--- config.mk ---
export PLATFORM = sky130hd
export DESIGN_NAME = inst_prefetch_ctrl
export DESIGN_NICKNAME = d
export VERILOG_FILES = /design/src/rtl/inst_prefetch_ctrl.sv
export SDC_FILE = /design/constraint.sdc
export NUM_CORES = 1
export LEC_CHECK = 0
export BUFFER_PORTS_ARGS = -buffer_cell sky130_fd_sc_hd__buf_2
export CAP_MARGIN = 20
export CORE_MARGIN = 4
export CORE_UTILIZATION = 45
export CTS_BUF_LIST = sky130_fd_sc_hd__clkbuf_4 sky130_fd_sc_hd__clkbuf_8
export DETAILED_ROUTE_END_ITERATION = 8
export PLACE_DENSITY = 0.65
export SLEW_MARGIN = 20
export SYNTH_ARGS = -nofsm -noshare
export SYNTH_HDL_FRONTEND = slang
export SYNTH_SLANG_ARGS = --single-unit
--- constraint.sdc ---
create_clock -name clk -period 3.99 [get_ports clk]
set_clock_uncertainty 0.05 [all_clocks]
set_input_delay 0.798 -clock clk [delete_from_list [all_inputs] [get_ports clk]]
set_output_delay 0.798 -clock clk [all_outputs]
set_load 0.01 [all_outputs]
--- src/rtl/inst_prefetch_ctrl.sv ---
// Instruction prefetch controller: owns the fetch PC, drives the ROM address and
// buffers fetched words in an in-order queue drained by decode via valid/ready.
module inst_prefetch_ctrl #(
  parameter int          DEPTH    = 4,
  parameter logic [31:0] RESET_PC = 32'h0000_0000
) (
  input  logic                   clk,
  input  logic                   rst,
  output logic [9:0]             rom_addr,
  input  logic [31:0]            rom_dout,
  input  logic                   redirect_valid,
  input  logic [31:0]            redirect_pc,
  input  logic                   halt,
  output logic                   inst_valid,
  output logic [31:0]            inst,
  output logic [31:0]            inst_pc,
  input  logic                   inst_ready,
  output logic [$clog2(DEPTH):0] q_count,
  output logic [15:0]            redirect_cnt
);

  localparam int AW = $clog2(DEPTH);
  localparam int CW = AW + 1;
  localparam logic [CW-1:0] FULL = CW'(DEPTH);

  logic [31:0]   fetch_pc;
  logic [31:0]   q_pc   [DEPTH];
  logic [31:0]   q_word [DEPTH];
  logic [AW-1:0] rd_ptr;
  logic [AW-1:0] wr_ptr;
  logic [CW-1:0] count;
  logic          deq;
  logic          push;
  logic          unused_pc_lsbs;

  assign unused_pc_lsbs = ^redirect_pc[1:0];

  assign inst_valid = (count != '0);
  assign deq        = inst_valid & inst_ready & ~redirect_valid;
  // A full queue may still accept a word when the head leaves in the same cycle.
  assign push       = ~redirect_valid & ~halt & ~rst & ((count < FULL) | deq);

  assign rom_addr = fetch_pc[11:2];
  assign q_count  = count;
  assign inst     = inst_valid ? q_word[rd_ptr] : '0;
  assign inst_pc  = inst_valid ? q_pc[rd_ptr]   : '0;

  always_ff @(posedge clk) begin
    if (rst) begin
      fetch_pc     <= RESET_PC;
      rd_ptr       <= '0;
      wr_ptr       <= '0;
      count        <= '0;
      redirect_cnt <= '0;
    end else if (redirect_valid) begin
      fetch_pc <= {redirect_pc[31:2], 2'b00};
      rd_ptr   <= '0;
      wr_ptr   <= '0;
      count    <= '0;
      if (redirect_cnt != '1)
        redirect_cnt <= redirect_cnt + 16'd1;
    end else begin
      if (push) begin
        wr_ptr   <= wr_ptr + AW'(1);
        fetch_pc <= fetch_pc + 32'd4;
      end
      if (deq)
        rd_ptr <= rd_ptr + AW'(1);
      case ({push, deq})
        2'b10:   count <= count + CW'(1);
        2'b01:   count <= count - CW'(1);
        default: count <= count;
      endcase
    end
  end

  always_ff @(posedge clk) begin
    if (push) begin
      q_pc[wr_ptr]   <= fetch_pc;
      q_word[wr_ptr] <= rom_dout;
    end
  end

endmodule

-- After elaboration in Yosys (flattened, before gate mapping)
Memories as Yosys holds them, arrays and structs flattened. A register that Yosys moved wholly into a read port is not among the register bits.
Index checks and enable logic that the tools add are counted.
- flip-flop bits (word level): 55
- bits in writable memories: 256
- bits of input ports: 69
- word-level logic and storage cells: 43
- memories: 2
- memory list (name ; words ; bits a word ; rd ports ; clocked after memory_dff ; wr ports ; line ; source):
    q_pc ; 4 ; 32 ; 1 ; 1 ; 1 ; 27 ; logic [31:0] q_pc [DEPTH];
    q_word ; 4 ; 32 ; 1 ; 1 ; 1 ; 28 ; logic [31:0] q_word [DEPTH];
- $add $sub $neg: 6
- $lt $le $gt $ge: 1
- equality and inequality tests: 3
- multiplexer cells: 11
- bitwise operators: 9
- reduce and logical (&&, ||, !) cells: 5
- operators by type and width (operator ; count):
    2-to-1 mux 32 bit ; 4
    adder 32 x 3 -> 32 bit (second input constant) ; 1
    adder 16 x 1 -> 16 bit (second input constant) ; 1
    inequality test 16 bit (second input constant) ; 1
    2-to-1 mux 2 bit ; 4
    case mux 3 bit (2 select lines) ; 1
    bitwise AND 1 bit ; 5
    adder 2 x 1 -> 2 bit (second input constant) ; 2
    nonzero test 2 bit ; 2
    adder 3 x 1 -> 3 bit (second input constant) ; 1
    less-than comparator 3 bit (second input constant) ; 1
    inverter 1 bit ; 3
    nonzero test 3 bit ; 1
    subtractor 3 x 1 -> 3 bit (second input constant) ; 1
    == test 2 x 1 -> 1 bit (second input constant) ; 1
    == test 2 bit (second input constant) ; 1
    2-to-1 mux 1 bit ; 2
    AND reduction 2 bit ; 1
    OR reduction 2 bit ; 1
    OR 1 bit ; 1

-- Depth between registers and ports, before layout
- depth in word-level cells: 7
- mapped depth: 12
- gate-level depth less buffers: 9

-- Worst setup path after synthesis
OpenSTA, ideal clock, no wires.
- kind: input to register
- start point: input rst
- end point: memory q_pc[1][10] (enable)
- arrival: 3106 ps
- required time: 3514 ps
- setup slack: 407 ps
- stages: 5
- buffers on the path: 2
- cells stage by stage: buf_2 or2_1 buf_6 nor3_4 and2_1
- longest elaborated chain between the ends: 5
- RTL lines (item ; line ; source):
    start, declared ; 8 ; input logic rst,
    inverter 1 bit ; 41 ; assign push = ~redirect_valid & ~halt & ~rst & ((count < FULL) | deq);
    bitwise AND 1 bit (2 in a row) ; 41 ;
    2-to-1 mux 1 bit ; 78 ; if (push) begin
    2-to-1 mux 1 bit (implied by the code) ; 79 ; q_pc[wr_ptr] <= fetch_pc;
    end, declared ; 27 ;
Every way passes these cells.

==> results.md <==
* Top_reg_cell synth: sky130_fd_sc_hd__edfxtp_1
* Setup TNS Final at 0 ns
* Number of hold buffers added after cts at 0
* Share of synthesized registers carrying an async set or reset at 0%
* Seq/Total Area, Yosys at 69.14%
* Floorplan Core Area at 27,030 um2
* Crit path arrival time at 2.31 ns
* Die height at 173.8 um
* Routability cong. at 0.7949
* Storage cell area at 8556 um2
* Finished Cell Area at 14,490 um2
* GRT Overall Usage at 16.77%
* Buffers inserted during post-CTS setup optimization at 0
* Initial antenna violation count at 2
* Slew margin rel. at 33.78%
* Area growth from synthesis to layout at 17.19%
* Net count, final at 1,014
* Combined area of the multi-input logic cells at 3520 um2
* Number of standard cells in the layout, taps in and fillers out at 1,317
* Switch share at 22.13%
* Static Leak at 0.005023 uW
* Kind of start point of the critical path: register
* Detail Placement HPWL at 15,670 um
* Post-route clock period utilization at 79.11%
* Crit. End Element: primary output
* Measured slew at the worst slew-check pin at 0.9842 ns
* Minimum clock period after layout at 3.156 ns
* Status: complete, no violations
* Mapped cell area at 12,360 um2
* Total detailed-routing wirelength at 25,720 um
* Number of top-level pins at 163
* I/O Buffers at 158
* Required time reported for the critical path endpoint at 3.14 ns
* TritonCTS Sinks at 303
* Combinational fraction of design power at 3.8%
* First-pass GRT wire length at 40,020 um
* Number of H-tree branching levels at 2
* Number of global-route vias before repair at 7,163
* Internal power at 4914 uW
* Die X at 173.8 um
* Number of iterations in the first detailed-routing pass at 5
* ANT cells at 0
* Pins over their slew limit at 0
* EDFF count, synth at 248
* Cell with the largest stage delay on the worst path: sky130_fd_sc_hd__mux4_2
* Buffers & Inverters on Critical Path at 2
* Unique masters post-synth at 45
* Setup repair after global routing missed its margin: no
* Post-DR vias/cell at 5.337
* Maximum single-stage delay on the critical path at 0.58 ns
* Critical path peak fanout at 62
* Vias after detailed routing at 7,029
* Count of final setup violators at 0
* Maximum ir drop on the vdd rail at 0.0001776 V
* Total number of placement rows at 60
* Post-route DRC at 0
* End-of-flow core utilization at 53.62%
* Pin count of the biggest net entering global routing at 64
* Cells along the critical path: buf_12, mux4_2, nor2b_1, buf_2
* Final hold viol count at 0
* Library cell used as clock root buffer: sky130_fd_sc_hd__clkbuf_8
* Post-cts repair resize count at 0
* Avg Cell Area, Syn at 16.27 um2
* DR iter-0 viols at 516
* Post-detailed-route wirelength per cell at 19.53 um
* Number of routed nets with antenna violations at 0
* DP Area at 13,540 um2
* CTS tree: yes
* Leftover overflow at the end of global routing at 0
* Deepest clock path buffer count at 3
* Kind of cell with the highest combined delay on the critical path: buffers and inverters
* Clock buffers created by TritonCTS at 50
* Fraction of final layout cells sized beyond drive strength 1 at 33.20%
* Max Fclk at 0.3168 GHz
* Worst Hold Margin at 0.3802 ns
* Post-synthesis sequential element count at 303
* Clock Pin Slew Worst Setup and Hold Paths at 0.06 ns
* Worst-skew pair later-pin latency at 0.58 ns
* Number of standard cells after synthesis at 760
* Power per unit of standard cell area at 435.5 nW/um2
* Net load switching power at 1397 uW
* Die Outline Area at 30,190 um2
* Number of filler instances in the final layout at 2,201
* Crit path kind: reg -> out
* Share of power burned in the clock network at 40.3%
* Max-cap check violation count at 0
* Starting Density at 45.75%
* Yosys warns at 0
* Placed cell count at 1,226
* Kind of path behind the tightest hold check: in -> reg
* Sequential Power Share at 55.9%
[cell usage in the layout (no fill, tap or decap), types with 12 or more instances in the layout]
cell type and n:
sky130_fd_sc_hd__clkinv_1 16, sky130_fd_sc_hd__dfxtp_1 53, sky130_fd_sc_hd__buf_2 158, sky130_fd_sc_hd__edfxtp_1 248, sky130_fd_sc_hd__nor3_1 14, sky130_fd_sc_hd__nand4_1 14, sky130_fd_sc_hd__xor2_1 23, sky130_fd_sc_hd__clkbuf_8 52
sky130_fd_sc_hd__xnor2_1 15, sky130_fd_sc_hd__inv_1 15, sky130_fd_sc_hd__nand3_1 18, sky130_fd_sc_hd__clkbuf_4 12, sky130_fd_sc_hd__a21oi_1 16, sky130_fd_sc_hd__nor2b_1 63, sky130_fd_sc_hd__nand2_1 32, sky130_fd_sc_hd__nor2_1 36
sky130_fd_sc_hd__mux4_2 62
[worst reg2reg max path, stage by stage (launching register included)]
cell,delay [ns]
sky130_fd_sc_hd__dfxtp_1,0.51
sky130_fd_sc_hd__nand3_1,0.32
sky130_fd_sc_hd__nor4_1,0.92
sky130_fd_sc_hd__nand4_1,0.22
sky130_fd_sc_hd__xor2_1,0.20
sky130_fd_sc_hd__o22ai_1,0.10
[flip-flops by register name, summed over array words and instances, names as in the netlist, named ones only]
register / flops
fetch_pc: 30
q_count: 3
q_pc: 120
q_word: 128
rd_ptr: 2
redirect_cnt: 16
wr_ptr: 2
[layer usage]
layer / track usage (%) / up-vias / part of all wire (%)
met5: 0 / - / 0.10
met4: 4.520 / 4 / 1.5
met3: 3.773 / 41 / 6.0
met2: 26.99 / 224 / 48
met1: 23.34 / 3478 / 44
li1: - / 3282 / -
[cells in the mapped netlist, types with 2 or more instances]
cell / count / area share (%)
sky130_fd_sc_hd__xor2_1: 23 / 1.6
sky130_fd_sc_hd__o22ai_1: 8 / 0.40
sky130_fd_sc_hd__clkbuf_1: 28 / 0.85
sky130_fd_sc_hd__nor2_1: 36 / 1.1
sky130_fd_sc_hd__inv_1: 15 / 0.46
sky130_fd_sc_hd__xnor2_1: 15 / 1.1
sky130_fd_sc_hd__nor3_1: 15 / 0.61
sky130_fd_sc_hd__and4_1: 4 / 0.28
sky130_fd_sc_hd__mux4_2: 62 / 11
sky130_fd_sc_hd__and2_1: 11 / 0.56
sky130_fd_sc_hd__or3_1: 2 / 0.10
sky130_fd_sc_hd__a31oi_1: 10 / 0.51
sky130_fd_sc_hd__or4_1: 2 / 0.12
sky130_fd_sc_hd__nand3_1: 18 / 0.73
sky130_fd_sc_hd__nand2_1: 32 / 0.97
sky130_fd_sc_hd__nor4b_1: 5 / 0.35
sky130_fd_sc_hd__dfxtp_1: 55 / 8.9
sky130_fd_sc_hd__buf_2: 7 / 0.28
sky130_fd_sc_hd__o311ai_0: 2 / 0.14
sky130_fd_sc_hd__buf_6: 2 / 0.18
sky130_fd_sc_hd__buf_4: 12 / 0.73
sky130_fd_sc_hd__nor4_4: 2 / 0.34
sky130_fd_sc_hd__nor2b_1: 63 / 3.2
sky130_fd_sc_hd__a21oi_1: 16 / 0.65
sky130_fd_sc_hd__o21a_1: 4 / 0.24
sky130_fd_sc_hd__ha_1: 7 / 0.71
sky130_fd_sc_hd__nor3b_1: 3 / 0.18
sky130_fd_sc_hd__o21ai_0: 5 / 0.20
sky130_fd_sc_hd__o41ai_1: 2 / 0.14
sky130_fd_sc_hd__a211oi_1: 11 / 0.67
sky130_fd_sc_hd__nand4_1: 14 / 0.71
sky130_fd_sc_hd__mux2i_1: 3 / 0.24
sky130_fd_sc_hd__edfxtp_1: 248 / 60
sky130_fd_sc_hd__nor4_1: 6 / 0.30
sky130_fd_sc_hd__and3_1: 2 / 0.10
[cells by family after synthesis]
logic type	count (synthesis)	share of synthesized area (%)
xor+xnor	38	2.692
mux	66	11.63
buf+inv	65	2.550
simple gates	218	9.927
flops	303	69.14
fa+ha+maj	8	0.8702
compound gates	61	3.167
other cells	1	0.03033
[worst paths after layout]
path,slack (ns),endpoint,depth (start not counted),from
worst max register to register,1.54,fetch_pc[29]$_SDFFE_PP0P_,5,fetch_pc[5]$_SDFFE_PP0P_
worst min-delay path,0.38,q_word[3][8]$_DFFE_PP_,1,rom_dout[8]
worst max-delay path,0.83,inst_pc[21],4,register
worst min register to register,0.46,wr_ptr[1]$_SDFFE_PP0P_,2,wr_ptr[1]$_SDFFE_PP0P_
[power groups by stage]
stage | logic, uW | clock network, uW | registers, uW
after floorplan | 144 | 0 | 3580
after global placement | 239 | 0 | 3590
after detailed placement | 241 | 0 | 3600
after CTS | 242 | 2610 | 3530
after global routing | 263 | 2770 | 3530
final | 239 | 2540 | 3530
[metrics by stage]
stage               setup slack (ns)  total power, uW
floorplan                     0.4075             3724
global placement              0.9832             3831
detailed placement            0.9624             3837
CTS                           0.7436             6381
global route                  0.6858             6572
finish                        0.8335             6310
[cell type report]
class | count | share of cell area [%]
Timing Repair Buffer | 173 | 6.752
Tap cell | 341 | 2.944
Clock buffer | 64 | 5.561
Multi-Input combinational cell | 393 | 24.29
Clock inverter | 27 | 0.9757
Inverter | 16 | 0.4317
Sequential cell | 303 | 59.05
(Power assumes the default switching activity.)
